<file path="src/rtl/ram_fifo_pkg.sv">
// Shared constants and helpers for the ICE front-end elastic buffers.
// Default word/depth sizes, pointer-width helper and the per-cycle operation encoding.
package ram_fifo_pkg;

   localparam int unsigned ICE_DATA_WIDTH = 8;
   localparam int unsigned ICE_DEPTH_LOG2 = 4;

   // One extra pointer bit acts as the wrap flag that separates full from empty.
   function automatic int unsigned ptr_width(input int unsigned depth_log2);
      return depth_log2 + 1;
   endfunction

   typedef enum logic [1:0] {
      OP_IDLE = 2'b00,
      OP_POP  = 2'b01,
      OP_PUSH = 2'b10,
      OP_BOTH = 2'b11
   } fifo_op_e;

endpackage

</file>
<file path="src/rtl/ram_fifo_ram.sv">
// DEPTH x DATA_WIDTH storage: one synchronous write port, one asynchronous read port.
// Contents are never reset; the FIFO pointers decide what is meaningful.
module ram_fifo_ram #(
   parameter int unsigned DATA_WIDTH = 8,
   parameter int unsigned ADDR_WIDTH = 4
) (
   input  logic                  clk_i,
   input  logic                  wr_en_i,
   input  logic [ADDR_WIDTH-1:0] wr_addr_i,
   input  logic [DATA_WIDTH-1:0] wr_data_i,
   input  logic [ADDR_WIDTH-1:0] rd_addr_i,
   output logic [DATA_WIDTH-1:0] rd_data_o
);

   logic [DATA_WIDTH-1:0] mem_q [1<<ADDR_WIDTH];

   always_ff @(posedge clk_i) begin
      if (wr_en_i) begin
         mem_q[wr_addr_i] <= wr_data_i;
      end
   end

   assign rd_data_o = mem_q[rd_addr_i];

endmodule

</file>
<file path="src/rtl/ram_fifo.sv">
// First-word-fall-through FIFO with valid/ready on both sides, occupancy count,
// almost-full flag and a high-water mark of the peak occupancy.
module ram_fifo
   import ram_fifo_pkg::*;
#(
   parameter int unsigned DATA_WIDTH   = ICE_DATA_WIDTH,
   parameter int unsigned DEPTH_LOG2   = ICE_DEPTH_LOG2,
   parameter int unsigned AFULL_THRESH = (1 << DEPTH_LOG2) - 2
) (
   input  logic                  clk_i,
   input  logic                  rst_ni,
   input  logic                  flush_i,
   input  logic [DATA_WIDTH-1:0] in_data_i,
   input  logic                  in_valid_i,
   output logic                  in_ready_o,
   output logic [DATA_WIDTH-1:0] out_data_o,
   output logic                  out_valid_o,
   input  logic                  out_ready_i,
   output logic [DEPTH_LOG2:0]   count_o,
   output logic                  almost_full_o,
   output logic [DEPTH_LOG2:0]   high_water_o
);

   localparam int unsigned    PW        = ptr_width(DEPTH_LOG2);
   localparam logic [PW-1:0]  ONE       = PW'(1);
   localparam logic [PW-1:0]  AFULL_CNT = PW'(AFULL_THRESH);

   logic [PW-1:0] wr_ptr_q, wr_ptr_d;
   logic [PW-1:0] rd_ptr_q, rd_ptr_d;
   logic [PW-1:0] count_q, count_d;
   logic [PW-1:0] hw_q, hw_d;
   logic          empty, full, push, pop;
   fifo_op_e      op;

   // Flags come only from registered pointers, so no comb path from the handshake inputs.
   assign empty = (wr_ptr_q == rd_ptr_q);
   assign full  = (wr_ptr_q[PW-2:0] == rd_ptr_q[PW-2:0]) &&
                  (wr_ptr_q[PW-1] != rd_ptr_q[PW-1]);

   assign in_ready_o    = !full;
   assign out_valid_o   = !empty;
   assign almost_full_o = (count_q >= AFULL_CNT);
   assign count_o       = count_q;
   assign high_water_o  = hw_q;

   assign push = in_valid_i && in_ready_o;
   assign pop  = out_valid_o && out_ready_i;
   assign op   = fifo_op_e'({push, pop});

   always_comb begin
      wr_ptr_d = wr_ptr_q;
      rd_ptr_d = rd_ptr_q;
      count_d  = count_q;
      if (flush_i) begin
         wr_ptr_d = '0;
         rd_ptr_d = '0;
         count_d  = '0;
      end else begin
         case (op)
            OP_PUSH: begin
               wr_ptr_d = wr_ptr_q + ONE;
               count_d  = count_q + ONE;
            end
            OP_POP: begin
               rd_ptr_d = rd_ptr_q + ONE;
               count_d  = count_q - ONE;
            end
            OP_BOTH: begin
               wr_ptr_d = wr_ptr_q + ONE;
               rd_ptr_d = rd_ptr_q + ONE;
            end
            default: ;
         endcase
      end
      hw_d = flush_i ? '0 : ((count_d > hw_q) ? count_d : hw_q);
   end

   always_ff @(posedge clk_i or negedge rst_ni) begin
      if (!rst_ni) begin
         wr_ptr_q <= '0;
         rd_ptr_q <= '0;
         count_q  <= '0;
         hw_q     <= '0;
      end else begin
         wr_ptr_q <= wr_ptr_d;
         rd_ptr_q <= rd_ptr_d;
         count_q  <= count_d;
         hw_q     <= hw_d;
      end
   end

   ram_fifo_ram #(
      .DATA_WIDTH (DATA_WIDTH),
      .ADDR_WIDTH (DEPTH_LOG2)
   ) u_fifo_ram (
      .clk_i     (clk_i),
      .wr_en_i   (push && !flush_i),
      .wr_addr_i (wr_ptr_q[PW-2:0]),
      .wr_data_i (in_data_i),
      .rd_addr_i (rd_ptr_q[PW-2:0]),
      .rd_data_o (out_data_o)
   );

endmodule

</file>
<file path="config.mk">
export PLATFORM = sky130hd
export DESIGN_NAME = ram_fifo
export DESIGN_NICKNAME = d
export VERILOG_FILES = /design/src/rtl/ram_fifo_pkg.sv /design/src/rtl/ram_fifo_ram.sv /design/src/rtl/ram_fifo.sv
export SDC_FILE = /design/constraint.sdc
export NUM_CORES = 1
export LEC_CHECK = 0
export ABC_AREA = 1
export BUFFER_PORTS_ARGS = -buffer_cell sky130_fd_sc_hd__buf_2
export CORE_ASPECT_RATIO = 0.9
export CORE_MARGIN = 5
export CORE_UTILIZATION = 55
export DETAILED_ROUTE_END_ITERATION = 7
export PLACE_DENSITY = 0.83
export SETUP_SLACK_MARGIN = 0.05
export SLEW_MARGIN = 40
export SYNTH_ARGS = -nofsm -noshare
export SYNTH_HDL_FRONTEND = slang
export SYNTH_SLANG_ARGS = --single-unit
</file>
<file path="constraint.sdc">
create_clock -name clk_i -period 5.04 [get_ports clk_i]
set_input_delay 0.504 -clock clk_i [delete_from_list [all_inputs] [get_ports clk_i]]
set_output_delay 0.504 -clock clk_i [all_outputs]
set_load 0.05 [all_outputs]
</file>
==> summary.md <==
| Metric | Value |
|---|---|
| Outcome | finished clean |
| Setup-violating endpoint count in the final report | 0 |
| TritonCTS clock tree | done |
| Via density | 5.729 |
| Relative area change from synthesis to final layout | 11.92% |
| Most common cell after layout, fill and taps aside | sky130_fd_sc_hd__edfxtp_1 |
| Arrival time at the worst endpoint | 4370 ps |
| Largest family of logic cells by synthesized area | simple AND/OR/NAND/NOR gates |
| Initial antenna violation count | 0 |
| Start-to-end type of the worst setup path | reg2reg |
| Cell area after synthesis | 6719 um2 |
| Total placed cells including tap cells | roughly 800 |
| Number of nets produced by synthesis | around 660 |
| Number of placed I/O pins | 34 |
| Maximum number of pins on one net before global-route repair | 66 |
| Fraction of final layout cells with drive strength greater than 1 | between 10% and 20% |
| Clock latency on the worst-skew pair | ~420 ps |
| Synthesized-area fraction occupied by and/or/nand/nor cells | around 18% |
| # port buffers | 33 |
| Maximum number of buffers from clock root to sink | 2 |
| Final-report max-slew violation count | 0 |
| Commonest cells after routing, fill and taps aside | 128 x sky130_fd_sc_hd__edfxtp_1, 123 x sky130_fd_sc_hd__nor2_1, 102 x sky130_fd_sc_hd__nand2_1, 59 x sky130_fd_sc_hd__o21ai_0, 37 x sky130_fd_sc_hd__inv_1 |
| Clock slew at the register clock pins of the worst setup and hold paths | about 60 ps |
| Setup slack, reg-to-reg | 1030 ps |
| Top_reg_cell synth | sky130_fd_sc_hd__edfxtp_1 |
| Parity-gate share of the synthesized area counting xor and xnor cells | 0.5028% |
| Final worst path period share | 79.61% |
| Tightest Pin Transition | 849.8 ps |
| Library cell used as clock root buffer | sky130_fd_sc_hd__clkbuf_16 |
| Count of nets left with antenna violations after detail routing | 0 |
| Critical path capture point type | register |
| Worst hold-check path type | in2async |
| Adder and majority gate portion of the synthesized area | 3.277% |
| First-pass DRT Iterations | 5 |
| Fin Clk Skew | 9.935 ps |
| Worst Path Required | 5400 ps |
| Post-layout instance area | 7520 um2 |
| Max Cap Violations | 0 |
| Total gr overflow | 0 |
| Destination of the worst register-to-register timing path | high_water_o[3] |
| Ant. Diodes | 0 |
| YS warnings | 0 |
| Hold bufs inserted after CTS | 0 |
| Quantity of gates resized following cts | 0 |
| Die Wd | roughly 130 um |
| Number of instances in the synthesized netlist | 629 |
| Compound-cell area share of the yosys netlist | 8.231% |
| Total cell area at the placement stage | 6949 um2 |
| Initial DRC Count | 576 |
| Proportion of register bits with asynchronous set or reset after synthesis | between 10% and 20% |
| Global placer's final weighted congestion | 0.8713 |
| Mux contribution to synthesized area | 0% |
| Slew headroom | 43.14% |
| Setup repair after global routing missed its margin | no |
| Standby leakage power | 2.909 nW |
| Sum Neg Setup Slack | 0 ps |
| Beginning of the worst register-to-register path | rd_ptr_q[2] |
| Overall die area | between 10000 and 15000 um2 |
| Syn Area/Cell | 10.68 um2 |
| First-pass GRT wire length | 24350 um |
| VDD IR max | 0.3595 mV |
| Post-synthesis register bit count | between 100 and 150 |
| Number of enable flip-flop cells after synthesis | around 130 |
| Floorplan die height | 114.9 um |
| Minimum period implied by the final worst setup slack | approximately 4000 ps |
| GRT Total Usage | 21.84% |
| Number of buffers added for setup after CTS | 0 |
| Post-detailed-route wirelength per cell | 18.23 um |
| Critical Path Source Type | register |
| DRC violation count after routing | 0 |
| Starting Density | 55.86% |
| Non-filler cells, final | 830 |
| Number of CTS-inserted buffers | 17 |
| Number of cell rows | 38 |
| Critical path fanouts, max | 16 |
| Register area share after synthesis | between 60% and 70% |
| Total length of routed wires | ~15000 um |
| Floorplan core area | 12030 um2 |
| Net count of the finished layout | just under 700 |
| Total power per unit cell area | 497.9 nW/um2 |
| F_max | between 200 and 250 MHz |
| Depth of the most critical reg-to-reg path | 22 |
| Detailed-placement wirelength estimate | 9575 um |
| Endpoints failing hold | 0 |
| Num Clock Sinks | 148 |
| H-tree depth | 4 |
| Count of distinct cell types in the synthesized netlist | 33 |
| Via count | 4755 |
| Vias in the first global route | roughly 4.7k |
worst max path at each step:
stage | from | endpoint | slack, ps
after floorplan | rd_ptr_q[1] | high_water_o[3] | 1710
after global placement | rd_ptr_q[2] | high_water_o[4] | 1370
after detailed placement | rd_ptr_q[2] | high_water_o[3] | 1190
after CTS | rd_ptr_q[2] | high_water_o[3] | 1090
after global routing | rd_ptr_q[1] | high_water_o[3] | 570
final | rd_ptr_q[2] | high_water_o[3] | 1030
final cells by class:
| class | instances | area [um2] |
|---|---|---|
| fill | 882 | 4509 |
| sequential | 148 | 4345 |
| multi-input combinational | 412 | 2052 |
| clock buffer | 20 | 436.7 |
| tap | 160 | 200.2 |
| timing repair buffer | 37 | 195.2 |
| inverter | 41 | 158.9 |
| clock inverter | 12 | 131.4 |
stage by stage:
stage	hold slack (ps)	power, mW	util [%]	setup slack (ps)
floorplan	208.4	2.284	-	1705
global placement	490.5	2.490	57.77	1370
detailed placement	499.7	2.532	57.77	1190
CTS	47.14	3.743	62.49	1087
global route	77.21	3.924	62.51	573.5
finish	45.68	3.744	62.51	1028
flip-flops by register name (all words and copies together) (netlist names):
signal and flops:
high_water_o 5, rd_ptr_q 5, u_fifo_ram.mem_q 128, wr_ptr_q 5
count_o 5
worst max-delay path: stages, from the launching register on:
cell and delay [ps]:
sky130_fd_sc_hd__dfrtp_1 710, sky130_fd_sc_hd__inv_4 140, sky130_fd_sc_hd__nand2_1 100, sky130_fd_sc_hd__nand2_1 90, sky130_fd_sc_hd__nor2_4 170, sky130_fd_sc_hd__nand3_4 130, sky130_fd_sc_hd__nand2_4 120, sky130_fd_sc_hd__inv_1 70
sky130_fd_sc_hd__ha_1 270, sky130_fd_sc_hd__ha_1 360, sky130_fd_sc_hd__a21oi_1 240, sky130_fd_sc_hd__nand2_1 100, sky130_fd_sc_hd__nand2_1 70, sky130_fd_sc_hd__nand3_1 80, sky130_fd_sc_hd__nand2_1 80, sky130_fd_sc_hd__inv_1 50
sky130_fd_sc_hd__ha_1 280, sky130_fd_sc_hd__nand2_1 90, sky130_fd_sc_hd__nor3_1 250, sky130_fd_sc_hd__nor2_1 80, sky130_fd_sc_hd__nor2_1 280, sky130_fd_sc_hd__nand3_1 110, sky130_fd_sc_hd__nand2_1 80
cells in the mapped netlist, types with 2 or more instances:
library cell	number	area, um2
sky130_fd_sc_hd__a21oi_1	10	50.05
sky130_fd_sc_hd__buf_1	2	7.510
sky130_fd_sc_hd__buf_2	13	65.06
sky130_fd_sc_hd__buf_4	5	37.54
sky130_fd_sc_hd__buf_6	2	22.52
sky130_fd_sc_hd__clkbuf_1	5	18.77
sky130_fd_sc_hd__dfrtp_1	20	500.5
sky130_fd_sc_hd__edfxtp_1	128	3844
sky130_fd_sc_hd__ha_1	16	200.2
sky130_fd_sc_hd__inv_1	37	138.9
sky130_fd_sc_hd__inv_4	2	12.51
sky130_fd_sc_hd__nand2_1	102	382.9
sky130_fd_sc_hd__nand3_1	34	170.2
sky130_fd_sc_hd__nand3_4	2	35.03
sky130_fd_sc_hd__nand4_1	6	37.54
sky130_fd_sc_hd__nor2_1	124	465.5
sky130_fd_sc_hd__nor2_2	10	62.56
sky130_fd_sc_hd__nor2_4	2	22.52
sky130_fd_sc_hd__nor3_1	4	20.02
sky130_fd_sc_hd__o211ai_1	12	90.09
sky130_fd_sc_hd__o21ai_0	59	295.3
sky130_fd_sc_hd__o21ai_1	22	110.1
sky130_fd_sc_hd__xor2_1	2	17.52
power by group:
group,internal (mW),switching (mW),leakage [nW]
sequential,1.39,0.0657,1.42
combinational,0.285,0.791,1.21
clock,0.730,0.486,0.279
metal layers:
metal	GRT usage [%]	vias up	part of all wire [%]
met3	5.806	20	9.6
met4	7.934	0	1.6
met2	35.16	258	48
li1	-	2216	-
met5	0	-	0
met1	28.95	2261	41
cell families after synthesis:
kind of cell	Yosys count
AOI/OAI and AO/OA	104
xor gates and xnor gates	3
adders and majority gates	17
buffers and inverters	69
DFF	148
and+or+nand+nor	288
No activity file was read; power rests on OpenSTA's default activity.
